===== src/rtl/regfile_pkg.sv =====
// Shared defaults and sizing helpers for the scoreboarded register file.
package regfile_pkg;

  parameter int unsigned DefaultDataW = 32;
  parameter int unsigned DefaultAddrW = 2;
  parameter int unsigned ZeroIdx      = 0;

  function automatic int unsigned depth_of(input int unsigned addr_w);
    return 32'd1 << addr_w;
  endfunction

endpackage


===== src/rtl/regfile_sb_if.sv =====
// Read, writeback and issue signals of the scoreboarded register file.
interface regfile_sb_if
  import regfile_pkg::*;
#(
  parameter int unsigned DATA_W = DefaultDataW,
  parameter int unsigned ADDR_W = DefaultAddrW
) ();

  logic              RegWrite;
  logic [ADDR_W-1:0] WriteRegNo;
  logic [DATA_W-1:0] WriteData;
  logic [ADDR_W-1:0] ReadReg1;
  logic [ADDR_W-1:0] ReadReg2;
  logic [DATA_W-1:0] ReadData1;
  logic [DATA_W-1:0] ReadData2;
  logic              ReadBusy1;
  logic              ReadBusy2;
  logic              IssueValid;
  logic [ADDR_W-1:0] IssueRegNo;
  logic              IssueReady;
  logic [ADDR_W:0]   BusyCount;

  modport slave (
    input  RegWrite, WriteRegNo, WriteData, ReadReg1, ReadReg2, IssueValid, IssueRegNo,
    output ReadData1, ReadData2, ReadBusy1, ReadBusy2, IssueReady, BusyCount
  );

  modport master (
    output RegWrite, WriteRegNo, WriteData, ReadReg1, ReadReg2, IssueValid, IssueRegNo,
    input  ReadData1, ReadData2, ReadBusy1, ReadBusy2, IssueReady, BusyCount
  );

endinterface


===== src/rtl/rf_scoreboard.sv =====
// Per-register busy tracking: issue reserves a destination, writeback releases it.
module rf_scoreboard
  import regfile_pkg::*;
#(
  parameter int unsigned ADDR_W   = DefaultAddrW,
  parameter bit          ZERO_REG = 1'b0,
  localparam int unsigned Depth   = depth_of(ADDR_W)
) (
  input  logic              clock,
  input  logic              reset,
  input  logic              reg_write_i,
  input  logic [ADDR_W-1:0] write_reg_no_i,
  input  logic              issue_valid_i,
  input  logic [ADDR_W-1:0] issue_reg_no_i,
  output logic              issue_ready_o,
  output logic [Depth-1:0]  busy_o,
  output logic [ADDR_W:0]   busy_count_o
);

  localparam int unsigned CntW = ADDR_W + 1;

  logic [Depth-1:0] busy_q, busy_d;
  logic             issue_is_zero;
  logic             issue_fire;

  assign issue_is_zero = ZERO_REG && (issue_reg_no_i == ADDR_W'(ZeroIdx));

  // A same-cycle writeback to the reserved register releases it in time for re-issue.
  assign issue_ready_o = ~busy_q[issue_reg_no_i] |
                         (reg_write_i && (write_reg_no_i == issue_reg_no_i));
  assign issue_fire    = issue_valid_i && issue_ready_o && !issue_is_zero;

  // Set is applied after clear so a same-edge issue keeps the register reserved.
  always_comb begin
    busy_d = busy_q;
    if (reg_write_i) busy_d[write_reg_no_i] = 1'b0;
    if (issue_fire)  busy_d[issue_reg_no_i] = 1'b1;
  end

  always_ff @(posedge clock) begin
    if (reset) busy_q <= '0;
    else       busy_q <= busy_d;
  end

  always_comb begin
    busy_count_o = '0;
    for (int i = 0; i < int'(Depth); i++) begin
      busy_count_o = busy_count_o + CntW'(busy_q[i]);
    end
  end

  assign busy_o = busy_q;

endmodule


===== src/rtl/regfile_sb.sv =====
// Register file with two bypassed combinational read ports, one write port and a busy scoreboard.
module regfile_sb
  import regfile_pkg::*;
#(
  parameter int unsigned DATA_W   = DefaultDataW,
  parameter int unsigned ADDR_W   = DefaultAddrW,
  parameter bit          ZERO_REG = 1'b0
) (
  input logic        clock,
  input logic        reset,
  regfile_sb_if.slave bus
);

  localparam int unsigned Depth = depth_of(ADDR_W);

  logic [DATA_W-1:0] mem_q [Depth];
  logic [Depth-1:0]  busy;
  logic              mem_we;

  rf_scoreboard #(
    .ADDR_W   (ADDR_W),
    .ZERO_REG (ZERO_REG)
  ) u_scoreboard (
    .clock          (clock),
    .reset          (reset),
    .reg_write_i    (bus.RegWrite),
    .write_reg_no_i (bus.WriteRegNo),
    .issue_valid_i  (bus.IssueValid),
    .issue_reg_no_i (bus.IssueRegNo),
    .issue_ready_o  (bus.IssueReady),
    .busy_o         (busy),
    .busy_count_o   (bus.BusyCount)
  );

  assign mem_we = bus.RegWrite && !(ZERO_REG && (bus.WriteRegNo == ADDR_W'(ZeroIdx)));

  always_ff @(posedge clock) begin
    if (reset) begin
      for (int i = 0; i < int'(Depth); i++) mem_q[i] <= '0;
    end else if (mem_we) begin
      mem_q[bus.WriteRegNo] <= bus.WriteData;
    end
  end

  // Zero-register override comes last so it also masks the bypass path.
  always_comb begin
    bus.ReadData1 = mem_q[bus.ReadReg1];
    bus.ReadBusy1 = busy[bus.ReadReg1];
    if (bus.RegWrite && (bus.WriteRegNo == bus.ReadReg1)) begin
      bus.ReadData1 = bus.WriteData;
      bus.ReadBusy1 = 1'b0;
    end
    if (ZERO_REG && (bus.ReadReg1 == ADDR_W'(ZeroIdx))) begin
      bus.ReadData1 = '0;
      bus.ReadBusy1 = 1'b0;
    end
  end

  always_comb begin
    bus.ReadData2 = mem_q[bus.ReadReg2];
    bus.ReadBusy2 = busy[bus.ReadReg2];
    if (bus.RegWrite && (bus.WriteRegNo == bus.ReadReg2)) begin
      bus.ReadData2 = bus.WriteData;
      bus.ReadBusy2 = 1'b0;
    end
    if (ZERO_REG && (bus.ReadReg2 == ADDR_W'(ZeroIdx))) begin
      bus.ReadData2 = '0;
      bus.ReadBusy2 = 1'b0;
    end
  end

endmodule

===== src/flat_wrapper.sv =====
// flat-port wrapper written by rule: the top's interface ports become plain ports
module regfile_sb_flat import regfile_pkg::*;
#(
  parameter int unsigned DATA_W   = DefaultDataW,
  parameter int unsigned ADDR_W   = DefaultAddrW,
  parameter bit          ZERO_REG = 1'b0
)
  (clock, reset, bus_RegWrite, bus_WriteRegNo, bus_WriteData, bus_ReadReg1, bus_ReadReg2, bus_IssueValid, bus_IssueRegNo, bus_ReadData1, bus_ReadData2, bus_ReadBusy1, bus_ReadBusy2, bus_IssueReady, bus_BusyCount);
  regfile_sb_if #(.DATA_W(DATA_W), .ADDR_W(ADDR_W)) bus_i ();
  input logic clock;
  input logic reset;
  input wire logic [$bits(bus_i.RegWrite)-1:0] bus_RegWrite;
  input wire logic [$bits(bus_i.WriteRegNo)-1:0] bus_WriteRegNo;
  input wire logic [$bits(bus_i.WriteData)-1:0] bus_WriteData;
  input wire logic [$bits(bus_i.ReadReg1)-1:0] bus_ReadReg1;
  input wire logic [$bits(bus_i.ReadReg2)-1:0] bus_ReadReg2;
  input wire logic [$bits(bus_i.IssueValid)-1:0] bus_IssueValid;
  input wire logic [$bits(bus_i.IssueRegNo)-1:0] bus_IssueRegNo;
  output wire logic [$bits(bus_i.ReadData1)-1:0] bus_ReadData1;
  output wire logic [$bits(bus_i.ReadData2)-1:0] bus_ReadData2;
  output wire logic [$bits(bus_i.ReadBusy1)-1:0] bus_ReadBusy1;
  output wire logic [$bits(bus_i.ReadBusy2)-1:0] bus_ReadBusy2;
  output wire logic [$bits(bus_i.IssueReady)-1:0] bus_IssueReady;
  output wire logic [$bits(bus_i.BusyCount)-1:0] bus_BusyCount;
  assign bus_i.RegWrite = bus_RegWrite;
  assign bus_i.WriteRegNo = bus_WriteRegNo;
  assign bus_i.WriteData = bus_WriteData;
  assign bus_i.ReadReg1 = bus_ReadReg1;
  assign bus_i.ReadReg2 = bus_ReadReg2;
  assign bus_i.IssueValid = bus_IssueValid;
  assign bus_i.IssueRegNo = bus_IssueRegNo;
  assign bus_ReadData1 = bus_i.ReadData1;
  assign bus_ReadData2 = bus_i.ReadData2;
  assign bus_ReadBusy1 = bus_i.ReadBusy1;
  assign bus_ReadBusy2 = bus_i.ReadBusy2;
  assign bus_IssueReady = bus_i.IssueReady;
  assign bus_BusyCount = bus_i.BusyCount;
  regfile_sb #(.DATA_W(DATA_W), .ADDR_W(ADDR_W), .ZERO_REG(ZERO_REG)) u_core (.clock(clock), .reset(reset), .bus(bus_i));
endmodule

===== config.mk =====
export PLATFORM = sky130hd
export DESIGN_NAME = regfile_sb_flat
export DESIGN_NICKNAME = d
export VERILOG_FILES = /design/src/rtl/regfile_pkg.sv /design/src/rtl/regfile_sb_if.sv /design/src/rtl/rf_scoreboard.sv /design/src/rtl/regfile_sb.sv /design/src/flat_wrapper.sv
export SDC_FILE = /design/constraint.sdc
export NUM_CORES = 1
export LEC_CHECK = 0
export CORE_UTILIZATION = 30
export CTS_BUF_LIST = sky130_fd_sc_hd__clkbuf_8
export DETAILED_ROUTE_END_ITERATION = 10
export PLACE_DENSITY_LB_ADDON = 0.12
export SLEW_MARGIN = 10
export SYNTH_ARGS = -nofsm -noshare
export SYNTH_HDL_FRONTEND = slang
export SYNTH_SLANG_ARGS = --single-unit

===== constraint.sdc =====
create_clock -name clock -period 2.2 [get_ports clock]
set_input_delay 0.33 -clock clock [delete_from_list [all_inputs] [get_ports clock]]
set_output_delay 0.33 -clock clock [all_outputs]
set_load 0.05 [all_outputs]

==> results.txt <==
----------------------------------------------------
[Power]
  Clock network fraction of total power ... 27.7%
  Combinational group share of total power ... 31.1%
  Net switching share of the total power ... 32.47%
  Internal power ... 4.987 mW
  Total power density per cell area ... 749.7 nW/um^2
  Switching power ... 2.397 mW
  VDD IR max ... 0.3616 mV
  Proportion of power drawn by flip-flops and latches ... 41.2%
  Overall power consumption ... 7.384 mW
  Static leakage ... 3.986 nW

[Worst setup path]
  Startpoint type of the worst setup path ... flop
  Number of buffer and inverter stages on the critical path ... 3
  Arrival time reported for the critical path endpoint ... 1.96 ns
  Reg2reg end ... u_core.u_scoreboard.busy_o[2]
  R2R Setup Slk ... 1.23 ns
  Worst R2R Start ... u_core.u_scoreboard.busy_o[2]
  Critical-path maximum fanout ... 2
  Master of the slowest instance on the critical path ... fa_1
  Worst-path cell chain ... inv_2 > fa_1 > inv_2 > ha_4 > ha_4 > buf_12
  Critical Path Sink Type ... output pin
  Classification of the worst setup path ... flop to output pin
  Critical Path Max Stage Delay ... 0.55 ns
  Delay-heaviest family, CP ... adder cells
  Worst Reg2Reg Path Length in Cells ... 2
  Required arrival time at the worst endpoint ... 1.87 ns

[Timing]
  RSZ-0062 raised after global routing ... true
  Share of the clock period used by the worst path after layout ... 103.9%
  Count of final hold-check violations ... 0
  Clk_skew ... 0 ns
  Slew @ Worst Pin ... 0.3667 ns
  Setup TNS Final ... -0.08609 ns
  Final max-slew violation count ... 0
  Final setup fails ... 1
  Fmax ... 0.4374 GHz
  Worst setup margin ... -0.08609 ns
  Shortest period the worst path allows ... 2.286 ns
  Slew HR ... 75.55%

[Placed design]
  Half-perimeter wire length after placement ... 13720 um
  Placed cell count ... 952
  I/O Buffers ... 113
  Area after DPL ... 9295 um^2
  GP Congestion ... 0.7163
  Pre-CTS worst setup slack ... -0.1035 ns

[Route]
  Number of iterations in the first detailed-routing pass ... 5
  Iter 0 DRT Violations ... 248
  Routed wire length ... 20930 um
  Routed length per instance ... 21.20 um
  Via Count ... 4722
  DRC violations left ... 0
  Residual antenna-violating net count after detailed routing ... 0
  Via density per instance ... 4.784

[Final layout]
  Number of fill cells ... 2393
  Number of non-filler instances in the completed layout ... 987
  Multi-input combinational cell area ... 3283 um^2
  Ratio of cells with drive above 1 in the final layout ... 44.14%
  Register area ... 3928 um^2
  Diodes inserted ... 0
  Post-route cell area ... 9849 um^2
  Area growth from synthesis to layout ... 29.07%
  Nets ... 691

[Synth]
  Cell count after synthesis ... 512
  Post-synth ARST share ... 0%
  Leading cell types by total area after synthesis ... edfxtp_1 (50%), mux4_2 (17%), mux2_4 (11%)
  Largest area contributor in the synthesized netlist ... edfxtp_1
  Most instantiated library cell after synthesis ... edfxtp_1
  Fraction of the yosys area taken by sequential cells ... 51.42%
  Main flop type after synthesis ... edfxtp_1
  Unique masters post-synth ... 31
  Top-area cell type share of the netlist area ... 50.37%
  Area of the mapped netlist ... 7631 um^2
  Post-synth EDFFs ... 128
  Yosys Warn Count ... 0
  Net count of the mapped netlist ... 559
  Cell types with the highest counts after synthesis ... edfxtp_1 (128), nor2_1 (99), mux4_2 (59)
  Flip-flop and latch count after synthesis ... 132
  Mean cell area of the mapped netlist ... 14.90 um^2

[Run status]
  Result of the run ... finished with violations
  Violated checks ... negative setup slack

[CTS]
  Clock-pin transition on the worst setup and hold timing paths ... 0.08 ns
  Number of buffers created by CTS ... 17
  TritonCTS Sinks ... 132
  Max clock buf depth ... 2
  Cell at the root of the clock tree ... clkbuf_8
  CTS tree ... built
  H-tree depth ... 4
  Clock insertion delay at the later pin of the skew report ... 0.44 ns
  # hold bufs at CTS ... 0

[Floorplanning]
  I/O pin count ... 114
  Area of the placeable core ... 25040 um^2
  Initial standard-cell utilization of the core ... 30.48%
  Overall die area ... 26080 um^2
  Die span in x ... 161.5 um
  Number of standard-cell rows in the floorplan ... 58
  Vertical die dimension ... 161.5 um

[Hold path]
  Min-Delay Startpoint ... u_core.u_scoreboard.busy_o[3]
  Hold crit path type ... flop to flop
  Hold Path Stages ... 2
  WHS Endpoint ... u_core.u_scoreboard.busy_o[3]

[Global route]
  Largest net degree at the start of global routing ... 33
  Number of global-route vias before repair ... 5081
  Wire length of the first global-routing pass ... 31330 um
  Antenna violations before repair ... 0
  GRT Residual Overflow ... 0
  Total track usage ... 16.74%

[Flow run]
  Max-cap violation count ... 0

----------------------------------------------------
[flip-flops by register name, summed over array words and instances, names as in the netlist]
register	cells
u_core.mem_q	128
u_core.u_scoreboard.busy_o	4
[layout make-up]
class,count,share of cell area (%)
multi-input cells,298,33.33
well taps,330,4.192
clock buffers,17,2.376
flip-flops and latches,132,39.88
repair buffers,152,17.01
inverters,43,1.639
clock inverters,15,1.575
[stage by stage]
step / util, % / hold slack [ns]
2_1_floorplan: - / 0.4842
3_3_place_gp: 37.13 / 0.5591
3_5_place_dp: 37.13 / 0.5561
4_1_cts: 39.02 / 0.5301
5_1_grt: 39.34 / 0.5565
6_report: 39.34 / 0.5396
[worst reg2reg max path, stage by stage (launching register included)]
cell and delay, ns:
dfxtp_1 0.48, o21ai_0 0.14, a32o_1 0.26
[metal layers]
metal / part of all wire [%] / vias to the layer above / global-route usage, %
li1: - / 2167 / -
met1: 43 / 2420 / 21.33
met2: 52 / 128 / 29.35
met3: 4.6 / 7 / 3.005
met4: 0.45 / 0 / 3.988
met5: 0 / - / 0
[power by group through the flow]
stage / clock network [mW] / registers, mW / logic, mW
final: 2.04 / 3.05 / 2.29
after CTS: 2.10 / 3.05 / 2.28
after global routing: 2.20 / 3.07 / 2.40
after floorplan: 0 / 3.07 / 1.53
after detailed placement: 0 / 3.10 / 2.25
after global placement: 0 / 3.08 / 2.25
[how the worst max path moves through the flow]
stage                                       start           endpoint  slack (ns)  cells past startpoint
CTS                 u_core.u_scoreboard.busy_o[1]   bus_BusyCount[1]       -0.13                      6
floorplan           u_core.u_scoreboard.busy_o[0]   bus_BusyCount[1]        0.17                      5
global placement                bus_WriteRegNo[0]  bus_ReadData2[31]       -0.05                      6
detailed placement              bus_WriteRegNo[0]  bus_ReadData2[31]       -0.10                      6
global route        u_core.u_scoreboard.busy_o[1]   bus_BusyCount[1]       -0.15                      6
finish              u_core.u_scoreboard.busy_o[1]   bus_BusyCount[1]       -0.09                      6
[kinds of logic (layout without fill, tap and decap cells)]
group | count (synthesis) | after routing | synth area share (%)
compound gates | 13 | 13 | 1.181
xor+xnor | 6 | 6 | 0.6886
fa+ha+maj | 3 | 3 | 0.5902
buf+inv | 82 | 227 | 6.017
flops | 132 | 132 | 51.42
mux | 131 | 131 | 32.46
simple gates | 145 | 145 | 7.641
[cell usage in the layout (no fill, tap or decap), drive strengths merged]
| cell | count |
|---|---|
| clkbuf | 19 |
| nand2b | 4 |
| clkinv | 7 |
| xnor2 | 4 |
| clkdlybuf4s50 | 36 |
| o2bb2ai | 1 |
| inv | 48 |
| nand2 | 33 |
| fa | 1 |
| edfxtp | 128 |
| nor3 | 1 |
| o31ai | 1 |
| mux2 | 64 |
| clkinvlp | 1 |
| ha | 2 |
| nand3 | 2 |
| o21ai | 4 |
| mux4 | 67 |
| nor2 | 99 |
| buf | 110 |
| a21oi | 3 |
| bufbuf | 1 |
| nor2b | 3 |
| a32o | 3 |
| bufinv | 2 |
| xor2 | 2 |
| or2 | 1 |
| dlygate4sd2 | 3 |
| and2 | 2 |
| a31o | 1 |
| dfxtp | 4 |
[repair_timing]
action / in CTS / in global routing
cloned: 1 / 1
gates resized for setup: 17 / 23
setup endpoints to repair: 67 / 25
buffers inserted: 1 / 0
pin swaps: 3 / 1
No activity file was read; power rests on OpenSTA's default activity.
